File: src/rtl/instr_fetch.sv
// Instruction fetch/issue unit: PC, single-outstanding imem reads,
// prefetch FIFO with valid/ready output, redirect and HLT/exec control.
module instr_fetch #(
  parameter int ADDR_W = 16,
  parameter int DEPTH = 2,
  parameter logic [ADDR_W-1:0] RESET_PC = '0
) (
  input  logic              clock,
  input  logic              reset,
  input  logic              exec,
  input  logic              halt,
  input  logic              redirect,
  input  logic [ADDR_W-1:0] redirect_pc,
  output logic              imem_req,
  output logic [ADDR_W-1:0] imem_addr,
  input  logic              imem_ack,
  input  logic [15:0]       imem_rdata,
  output logic [15:0]       instr,
  output logic [ADDR_W-1:0] instr_pc,
  output logic              instr_valid,
  input  logic              instr_ready,
  output logic              running
);

  localparam int PW = $clog2(DEPTH);
  localparam int CW = PW + 1;

  typedef enum logic [1:0] {
    IDLE,
    RUN,
    FLUSH,
    HALTED
  } state_t;

  typedef struct packed {
    logic [15:0]       word;
    logic [ADDR_W-1:0] pc;
  } entry_t;

  state_t state, state_n;

  logic [ADDR_W-1:0] pc, pc_n;
  logic [ADDR_W-1:0] tgt, tgt_n;
  logic [ADDR_W-1:0] addr_q, addr_n;
  logic              kind, kind_n;
  logic              req_q, req_n;

  entry_t            fifo [DEPTH];
  entry_t            head;
  logic [PW-1:0]     rd_ptr, wr_ptr;
  logic [CW-1:0]     cnt, cnt_n;

  logic              ctl, ack_v, stall;
  logic              push, pop, clr;
  logic              halt_eff;
  logic [ADDR_W-1:0] tgt_eff;

  assign ctl      = halt | redirect;
  assign ack_v    = req_q & imem_ack;
  assign stall    = req_q & ~imem_ack;
  // newest control request overrides whatever FLUSH was holding
  assign halt_eff = ctl ? halt : kind;
  assign tgt_eff  = ctl ? redirect_pc : tgt;

  assign instr_valid = (cnt != '0);
  assign pop         = instr_valid & instr_ready;

  always_ff @(posedge clock) begin
    if (!reset) begin
      state <= IDLE;
    end else begin
      state <= state_n;
    end
  end

  always_comb begin
    state_n = state;
    unique case (state)
      IDLE, HALTED: begin
        if (exec) state_n = RUN;
      end
      RUN: begin
        if (ctl) begin
          if (stall) state_n = FLUSH;
          else       state_n = halt ? HALTED : RUN;
        end
      end
      FLUSH: begin
        if (imem_ack) state_n = halt_eff ? HALTED : RUN;
      end
      default: state_n = IDLE;
    endcase
  end

  always_comb begin
    push   = 1'b0;
    clr    = 1'b0;
    pc_n   = pc;
    tgt_n  = tgt;
    kind_n = kind;
    unique case (1'b1)
      (state == RUN) && ctl: begin
        clr    = 1'b1;
        tgt_n  = redirect_pc;
        kind_n = halt;
        if (!stall) pc_n = redirect_pc;
      end
      (state == RUN) && !ctl && ack_v: begin
        push = 1'b1;
        pc_n = pc + ADDR_W'(1);
      end
      (state == FLUSH): begin
        tgt_n  = tgt_eff;
        kind_n = halt_eff;
        if (imem_ack) pc_n = tgt_eff;
      end
      default: ;
    endcase
  end

  always_comb begin
    cnt_n  = clr ? '0 : cnt + CW'(push) - CW'(pop);
    req_n  = 1'b0;
    addr_n = pc_n;
    unique case (state_n)
      RUN: begin
        req_n = (cnt_n < CW'(DEPTH));
      end
      FLUSH: begin
        req_n  = 1'b1;
        addr_n = addr_q;
      end
      default: ;
    endcase
  end

  always_ff @(posedge clock) begin
    if (!reset) begin
      pc     <= RESET_PC;
      tgt    <= RESET_PC;
      kind   <= 1'b0;
      addr_q <= RESET_PC;
      req_q  <= 1'b0;
      cnt    <= '0;
      rd_ptr <= '0;
      wr_ptr <= '0;
    end else begin
      pc     <= pc_n;
      tgt    <= tgt_n;
      kind   <= kind_n;
      addr_q <= addr_n;
      req_q  <= req_n;
      cnt    <= cnt_n;
      if (clr) begin
        rd_ptr <= '0;
        wr_ptr <= '0;
      end else begin
        if (push) wr_ptr <= wr_ptr + PW'(1);
        if (pop)  rd_ptr <= rd_ptr + PW'(1);
      end
    end
  end

  always_ff @(posedge clock) begin
    if (push) fifo[wr_ptr] <= '{word: imem_rdata, pc: pc};
  end

  assign head      = fifo[rd_ptr];
  assign instr     = instr_valid ? head.word : '0;
  assign instr_pc  = instr_valid ? head.pc : '0;
  assign imem_req  = req_q;
  assign imem_addr = addr_q;
  assign running   = (state == RUN) || (state == FLUSH);

endmodule
File: config.mk
export PLATFORM = sky130hd
export DESIGN_NAME = instr_fetch
export DESIGN_NICKNAME = d
export VERILOG_FILES = /design/src/rtl/instr_fetch.sv
export SDC_FILE = /design/constraint.sdc
export NUM_CORES = 1
export LEC_CHECK = 0
export CAP_MARGIN = 10
export CORE_MARGIN = 10
export CORE_UTILIZATION = 40
export CTS_CLUSTER_SIZE = 40
export DETAILED_ROUTE_END_ITERATION = 6
export GPL_ROUTABILITY_DRIVEN = 0
export GPL_TIMING_DRIVEN = 0
export PLACE_DENSITY = 0.66
export SLEW_MARGIN = 40
export SYNTH_ARGS = -nofsm -noshare
export SYNTH_HDL_FRONTEND = slang
export SYNTH_SLANG_ARGS = --single-unit
File: constraint.sdc
create_clock -name clock -period 7.04 [get_ports clock]
set_input_delay 1.056 -clock clock [delete_from_list [all_inputs] [get_ports clock]]
set_output_delay 1.056 -clock clock [all_outputs]
set_load 0.01 [all_outputs]
### Yosys cells after proc, flatten, opt, wreduce, memory -nomap -nowiden

Memory sizes are Yosys's and may differ from the RTL's. A register that Yosys moved wholly into a read port is not among the register bits.
Index checks and enable logic that the tools add are counted.
W data, S select, Z words.

| operators by class | value |
|---|---|
| order comparisons | 1 |
| shift operators | 0 |
| div/mod/pow operators | 0 |
| reduce and logical (&&, ||, !) cells | 10 |
| $add $sub $neg | 5 |
| equality and inequality tests | 5 |
| $mul | 0 |
| multiplexer cells | 24 |
| bitwise gates (word level) | 6 |

Operator list:

| operator | count |
|---|---|
| $mux W16 | 5 |
| $pmux W16 S3 | 1 |
| $pmux W16 S2 | 1 |
| $add A16 B1 Y16 const B | 1 |
| $mux W2 | 7 |
| $mux W1 | 7 |
| $eq A2 B2 Y1 const B | 3 |
| $pmux W2 S3 | 1 |
| $eq A2 B1 Y1 const B | 2 |
| $pmux W1 S2 | 2 |
| $reduce_bool A2 Y1 | 2 |
| $reduce_or A2 Y1 | 2 |
| $and A1 B1 Y1 | 3 |
| $logic_and A1 B1 Y1 | 3 |
| $add A1 B1 Y1 const B | 2 |
| $add A2 B1 Y2 | 1 |
| $logic_not A2 Y1 | 1 |
| $lt A2 B2 Y1 const B | 1 |
| $not A1 Y1 | 2 |
| $sub A2 B1 Y2 | 1 |
| $logic_not A1 Y1 | 1 |
| $logic_or A1 B1 Y1 | 1 |
| $or A1 B1 Y1 | 1 |

| storage, ports and cells | value |
|---|---|
| bits of input ports | 39 |
| RAM bits | 64 |
| memory bits (read-only) | 0 |
| register bits | 56 |
| memories kept | 1 |
| bits in latches | 0 |

Memories:

| memory | depth | width | rd ports | clocked after Yosys merged registers in | write ports | line | RTL |
|---|---|---|---|---|---|---|---|
| fifo | 2 | 32 | 1 | 1 | 1 | 48 | `entry_t fifo [DEPTH];` |

### Depth between registers and ports, before layout

Gate-level depths: netlist (run 1).

| logic depth | value |
|---|---|
| depth after elaboration | 10 |
| mapped depth | 14 |
| mapped depth without buffers | 13 |

### Least setup slack after synthesis (run 1)

Ideal clock, no wire load.

| timing | value |
|---|---|
| path type | input-to-reg |
| start | input redirect |
| end | memory fifo[0][0] (netlist bit), enable pin |
| stages on the path | 7 |
| slack | 3.408 ns |
| data arrival time | 3.211 ns |
| path buffers | 3 |
| path through | buf_6 > or2_1 > buf_6 > nor2_4 > inv_2 > buf_2 > nor2_1 |

| on the way | value |
|---|---|
| word-level cells in the longest chain between the ends | 7 |

RTL lines:

| what | line | RTL |
|---|---|---|
| from (decl) | 12 | `input logic redirect,` |
| $or A1 B1 Y1 | 58 | `assign ctl = halt \| redirect;` |
| $logic_not A1 Y1 | 108 | `(state == RUN) && !ctl && ack_v: begin` |
| $logic_and A1 B1 Y1 (2 in a row) | 108 |  |
| $mux W1 | 101 | `unique case (1'b1)` |
| $mux W1 | 165 | `if (push) fifo[wr_ptr] <= '{word: imem_rdata, pc: pc};` |
| $mux W1 (implied by the code) | 165 |  |
| to (decl) | 48 |  |

No other way between the ends.

### Final worst setup path (run 1)

| timing | value |
|---|---|
| start | input halt |
| end | register addr_q[12], in the netlist imem_addr[12] |

| on the way | value |
|---|---|
| word-level cells in the longest chain between the ends | 6 |
| elaborated cells between the ends (all ways) | 16 |

RTL lines:

| what | line | RTL |
|---|---|---|
| from (decl) | 11 | `input logic halt,` |
| $or A1 B1 Y1 | 58 |  |
| $mux W1 | 62 | `assign halt_eff = ctl ? halt : kind;` |
| $mux W2 (2 in a row) | 89 | `if (imem_ack) state_n = halt_eff ? HALTED : RUN;` |
| $pmux W2 S3 | 78 | `unique case (state)` |
| $eq A2 B2 Y1 | 125 | `unique case (state_n)` |
| to (signal assigned) | 151 | `addr_q <= addr_n;` |
| to (decl) | 44 | `logic [ADDR_W-1:0] addr_q, addr_n;` |

Parallel ways exist; a longest one is shown, timed or not.
A chain may end at the register's enable or synchronous reset.

==> flow_summary_export.csv, run 1 <==
group,metric,value,unit
cts,postCtsHoldBufs,0,
worst_setup_path,worstPathRequired,7.35,ns
die,die_h,138,um
final_layout,n_antenna_cell,0,
global_routing,grt_pass1_wl,22600,um
sta,clock_skew,0.00700,ns
cts,cts_tree,"done",
cts,cts_root_buf,"clkbuf_16",
final_layout,layout.nets,690,
worst_setup_path,endpoint_kind,"register",
worst_setup_path,startpoint_type,"input pin",
global_routing,track_usage,0.154,
sta,rsz0062_at_grt,"no",
final_layout,syn_to_final_growth,31.9,%
worst_setup_path,cp.arrival,4.23,ns
flow_run,max_cap_viol_count,0,
route,drc,0,
cts,clock-sinks,121,
synthesis,syn_nets,582,
route,drt_iter0_markers,286,
synthesis,avgSynthCellArea,10.3,um^2
placed_design,post-place-cells,801,
die,die_w,138,um
sta,finalSetupViolCount,0,
sta,period_needed,3.93,ns
pwr,power_density,287,nW/um^2
route,vias,4483,
synthesis,synth_seq_cells,121,
sta,finalHoldViolations,0,
hold_path,min_path_type,"register to register",
final_layout,post-route-util,0.545,
global_routing,grt_pass1_vias,4430,
sta,setup-tns-final,0,ns
sta,period_share,0.558,
pwr,leakage,0.00256,uW
sta,slew_viol_final,0,
sta,relSlewSlack,0.518,
placed_design,placed_cell_area,6670,um^2
synthesis,synth_area,5530,um^2
global_routing,grt_remaining_overflow,0,
worst_setup_path,cp_max_fo,10,
die,coreArea,13400,um^2
synthesis,synth-seq-area-share,0.554,
sta,tightest_slew,0.722,ns
cts,clkTransAtPathRegs,0.06,ns
cts,h-tree-depth,4,
placed_design,port_buffers,87,
route,wire_per_inst,17.5,um
worst_setup_path,path_class,"input pin to register",
outcome,outcome,"finished clean",
final_layout,fillCellCount,1174,
synthesis,async_flop_share,0,
final_layout,fin_cells,833,
cts,cts_setup_buffers,0,
sta,max_clock_freq,0.255,GHz
cts,ctsResizeCount,0,
die,ioPinCount,90,
final_layout,layout-drive-gt1-share,0.0944,
synthesis,synth_cell_type_count,57,
cts,clock_path_buffers,2,
route,drt_first_pass_iters,5,
global_routing,antenna_found_initial,0,
die,placementRows,42,
route,routed_wl,14600,um
cts,numCtsBuffers,17,
pwr,power,2090,uW
synthesis,synth_warnings,0,
final_layout,design_area,7300,um^2
pwr,ir_drop,0.165,mV
cts,clk_latency,0.42,ns
die,initial_utilization,0.413,
synthesis,ys.flop_type,"edfxtp_1",
route,via_per_inst,5.38,
synthesis,synth_edf_count,64,
placed_design,hpwl,11000,um
synthesis,synthCells,536,
global_routing,grt_start_max_net_pins,19,
die,die_area,18900,um^2
route,postRouteAntennaNets,0,
kinds of logic after synthesis:
family	after synthesis	share of synthesized area
XOR/XNOR	12	0.0190
flip-flops	121	0.554
multiplexers	47	0.0855
AND/OR/NAND/NOR	179	0.147
buffers and inverters	54	0.0423
adder cells (fa/ha/maj)	7	0.0158
AO/OA/AOI/OAI	116	0.137
layout make-up:
cell class / instances / area [um^2] / share of cell area
Sequential cell: 121 / 3060 / 0.420
Multi-Input combinational cell: 361 / 2240 / 0.307
Timing Repair Buffer: 89 / 913 / 0.125
Clock buffer: 18 / 439 / 0.0602
Tap cell: 176 / 220 / 0.0302
Clock inverter: 14 / 185 / 0.0254
Buffer: 39 / 178 / 0.0243
Inverter: 15 / 56.3 / 0.00772
critical path, cell delays in order:
cell and delay (ns):
clkdlybuf4s50_1 0.41, buf_2 0.18, o21ai_0 0.42, clkbuf_1 0.44, o211ai_1 0.15, o22ai_1 0.28, ha_1 0.19, clkbuf_1 0.34
inv_1 0.17, clkbuf_1 0.24, o21ai_0 0.19, o21ba_2 0.17
flip-flops by register name, indices dropped and copies added (netlist names), named ones only:
| name | flops |
|---|---|
| fifo | 64 |
| imem_addr | 16 |
| pc | 16 |
| tgt | 16 |
| cnt | 2 |
| state | 2 |
| imem_req | 1 |
| kind | 1 |
| rd_ptr | 1 |
| wr_ptr | 1 |
worst paths after layout:
| path | slack (ns) | end | from | depth (start not counted) |
|---|---|---|---|---|
| worst min-delay path | 0.45 | tgt[6] | tgt[6] | 2 |
| worst max-delay path | 3.11 | imem_addr[12] | halt | 12 |
| worst max register to register | 3.70 | imem_addr[12] | state[1] | 13 |
| worst min register to register | 0.45 | tgt[6] | tgt[6] | 2 |
stage by stage:
step | setup slack (ns) | hold WS [ns]
after floorplan | 3.41 | 0.420
after global placement | 2.16 | 0.434
after detailed placement | 2.72 | 0.438
after CTS | 3.15 | 0.453
after global routing | 2.88 | 0.469
final | 3.11 | 0.454
report_power, final:
group | switching, uW | internal [uW]
combinational | 195 | 155
sequential | 43.0 | 798
clock | 330 | 574
cells in the final DEF, fill, tap and decap left out, types with 14 or more instances in the layout:
master,instances
clkdlybuf4s50_1,87
inv_1,14
a21oi_1,30
edfxtp_1,64
nand3_1,16
clkbuf_1,21
nor2_1,60
dfxtp_1,57
clkbuf_16,17
nand2_1,54
o21ai_0,29
mux2i_1,45
Yosys cell counts, drive strengths merged, types with 7 or more instances:
library cell / instances / area (um^2)
nand3: 16 / 80.1
mux2i: 45 / 450
edfxtp: 64 / 1920
nor2: 62 / 240
nand2: 54 / 203
clkbuf: 21 / 78.8
a21oi: 30 / 150
o21ai: 30 / 150
dfxtp: 57 / 1140
buf: 18 / 98.8
and2: 9 / 56.3
nor3: 13 / 65.1
inv: 15 / 56.3
xnor2: 10 / 87.6
ha: 7 / 87.6
layer usage:
layer / up-vias / track usage / share of wire
li1: 2153 / - / -
met1: 2111 / 0.188 / 0.43
met2: 190 / 0.245 / 0.47
met3: 29 / 0.0415 / 0.072
met4: 0 / 0.0767 / 0.027
met5: - / 0 / 0
No activity file was read; power rests on OpenSTA's default activity.
==> run 2: changes to the inputs <==
==> constraint.sdc (replaced) <==
create_clock -name clock -period 3.9 [get_ports clock]
set_input_delay 0.585 -clock clock [delete_from_list [all_inputs] [get_ports clock]]
set_output_delay 0.585 -clock clock [all_outputs]
set_load 0.01 [all_outputs]
==> results of run 2 <==
Same layout as run 1 (identical final DEF). Status: finished clean.
Among the figures that moved: setup slack after placement 2.72 ns -> 0.0499 ns; setup slack after layout 3.11 ns -> 0.446 ns; register-to-register setup slack 3.70 ns -> 0.56 ns; total power 2090 uW -> 3780 uW; worst IR drop on VDD 0.165 mV -> 0.297 mV
==> run 3: changes to the inputs <==
--- a/config.mk
+++ b/config.mk
@@ -12,6 +12,7 @@
 export DETAILED_ROUTE_END_ITERATION = 6
 export GPL_ROUTABILITY_DRIVEN = 0
 export GPL_TIMING_DRIVEN = 0
+export MAX_ROUTING_LAYER = met4
 export PLACE_DENSITY = 0.66
 export SLEW_MARGIN = 40
 export SYNTH_ARGS = -nofsm -noshare
==> run 3 against run 2 <==
Effect of this change: clock skew up 0.00073 ns; utilization unchanged; cell area unchanged; critical path type unchanged; first-iteration DRC count up 7.0%; combinational power about the same; register-to-register slack about the same; clock-buffer cell count unchanged; sequential share of layout area unchanged; wire length down 0.21%; worst setup slack better by 0.019 ns; highest routed layer unchanged.
==> flow_summary_export.csv, run 3 (synthesized netlist as in run 1, its figures left out) <==
group,metric,value,unit
outcome,outcome,"finished clean",
final_layout,regMostFlops,"fifo",
cts,numCtsBuffers,17,
final_layout,layout-drive-gt1-share,0.0944,
cts,cts_tree,"done",
final_layout,layout_common_cells,"87 x clkdlybuf4s50_1, 64 x edfxtp_1, 60 x nor2_1, 57 x dfxtp_1, 54 x nand2_1",
global_routing,grt_remaining_overflow,0,
sta,max_clock_freq,0.291,GHz
final_layout,n_antenna_cell,0,
worst_setup_path,reg2regPathDepth,13,
route,via_per_inst,5.38,
die,ioPinCount,90,
sta,clock_skew,0.00774,ns
route,drc,0,
worst_setup_path,crit_chain,"clkdlybuf4s50_1, buf_2, o21ai_0, clkbuf_1, o211ai_1, o22ai_1, ha_1, clkbuf_1, inv_1, clkbuf_1, o21ai_0, o21ba_2",
pwr,seq_power_share,0.401,
cts,cts_setup_buffers,0,
cts,clkTransAtPathRegs,0.06,ns
die,coreArea,13400,um^2
global_routing,grt_pass1_wl,22600,um
sta,tightest_slew,0.730,ns
pwr,clockPowerShare,0.432,
sta,relSlewSlack,0.513,
pwr,p_comb_frac,0.167,
hold_path,min_path_type,"register to register",
cts,clk_latency,0.42,ns
die,die_h,138,um
worst_setup_path,endpoint_kind,"register",
sta,period_share,0.881,
cts,cts_root_buf,"clkbuf_16",
sta,finalHoldViolations,0,
worst_setup_path,cp_max_fo,10,
worst_setup_path,cp-endpoint,"imem_addr[12]",
die,initial_utilization,0.413,
final_layout,layout.nets,690,
global_routing,grt_start_max_net_pins,19,
die,die_w,138,um
cts,clock_path_buffers,2,
worst_setup_path,worstPathRequired,4.21,ns
worst_setup_path,reg2reg_from,"state[1]",
die,die_area,18900,um^2
global_routing,antenna_found_initial,0,
route,vias,4482,
global_routing,track_usage,0.159,
worst_setup_path,cpMaxStageDelayCell,"clkbuf_1",
worst_setup_path,startpoint_type,"input pin",
pwr,ir_drop,0.299,mV
global_routing,grt_pass1_vias,4439,
pwr,power,3780,uW
final_layout,syn_to_final_growth,31.9,%
worst_setup_path,timing.rr.end,"imem_addr[12]",
cts,h-tree-depth,4,
route,wire_per_inst,17.5,um
sta,slew_viol_final,0,
placed_design,post-place-cells,801,
die,placementRows,42,
pwr,p_sw_frac,0.272,
sta,finalSetupViolCount,0,
sta,hold_slack,0.450,ns
final_layout,post-route-util,0.545,
route,drt_iter0_markers,306,
sta,rsz0062_at_grt,"no",
final_layout,fin_cells,833,
final_layout,layout_commonest_cell,"clkdlybuf4s50_1",
final_layout,largest_reg_flops,64,
worst_setup_path,slowest_delay,0.43,ns
sta,period_needed,3.44,ns
placed_design,hpwl,11000,um
worst_setup_path,path_class,"input pin to register",
cts,postCtsHoldBufs,0,
worst_setup_path,cp.arrival,3.75,ns
pwr,p_switching,1030,uW
pwr,intPower,2760,uW
cts,ctsResizeCount,0,
pwr,leakage,0.00256,uW
worst_setup_path,cp-startpoint,"halt",
hold_path,whs_path_depth,0,
route,drt_first_pass_iters,5,
worst_setup_path,reg2reg_slack,0.57,ns
placed_design,port_buffers,87,
route,routed_wl,14600,um
cts,clock-sinks,121,
route,postRouteAntennaNets,0,
pwr,power_density,519,nW/um^2
worst_setup_path,path_common_cell,"clkbuf_1",
flow_run,max_cap_viol_count,0,
## run 3: cell counts in the layout (fill, tap and decap cells not counted)
No cell type changed its count.
## run 3: critical path, delay by kind of cell
kind | cells | cell delay (ns)
buffers and inverters | 6 | 1.75
AO/OA/AOI/OAI | 5 | 1.20
adder cells (fa/ha/maj) | 1 | 0.19
## run 3: worst min-delay path by stage
stage,to,startpoint,slack (ns)
2_1_floorplan,fifo[0][2],pc[2],0.42
3_3_place_gp,fifo[0][9],pc[9],0.43
3_5_place_dp,fifo[0][9],pc[9],0.44
4_1_cts,fifo[0][9],pc[9],0.45
5_1_grt,fifo[0][9],pc[9],0.47
6_report,fifo[0][9],pc[9],0.45
## run 3: routing by layer
metal	track usage	wire length, um
met1	0.190	6440
met2	0.245	6780
met3	0.0412	972
met4	0.0767	400
met5	-	0
## run 3: layout make-up
type / instances / area, um^2
fill: 1174 / 6100
sequential: 121 / 3060
multi-input combinational: 361 / 2240
timing repair buffer: 89 / 913
clock buffer: 18 / 439
tap: 176 / 220
clock inverter: 14 / 185
buffer: 39 / 178
inverter: 15 / 56.3
## run 3: power groups by stage
stage	clock network [uW]	registers, uW	logic, uW
floorplan	0	1530	366
global route	1710	1530	690
finish	1630	1520	631
global placement	0	1540	612
CTS	1660	1520	629
detailed placement	0	1540	627
## run 3: metrics by stage
| stage | area, um^2 | setup WS (ns) | TNS (ns) |
|---|---|---|---|
| CTS | 7300 | 0.477 | 0 |
| global route | 7300 | 0.215 | 0 |
| finish | 7300 | 0.464 | 0 |
| floorplan | 5530 | 0.739 | 0 |
| detailed placement | 6670 | 0.0499 | 0 |
| global placement | 6620 | -0.512 | -16.35 |
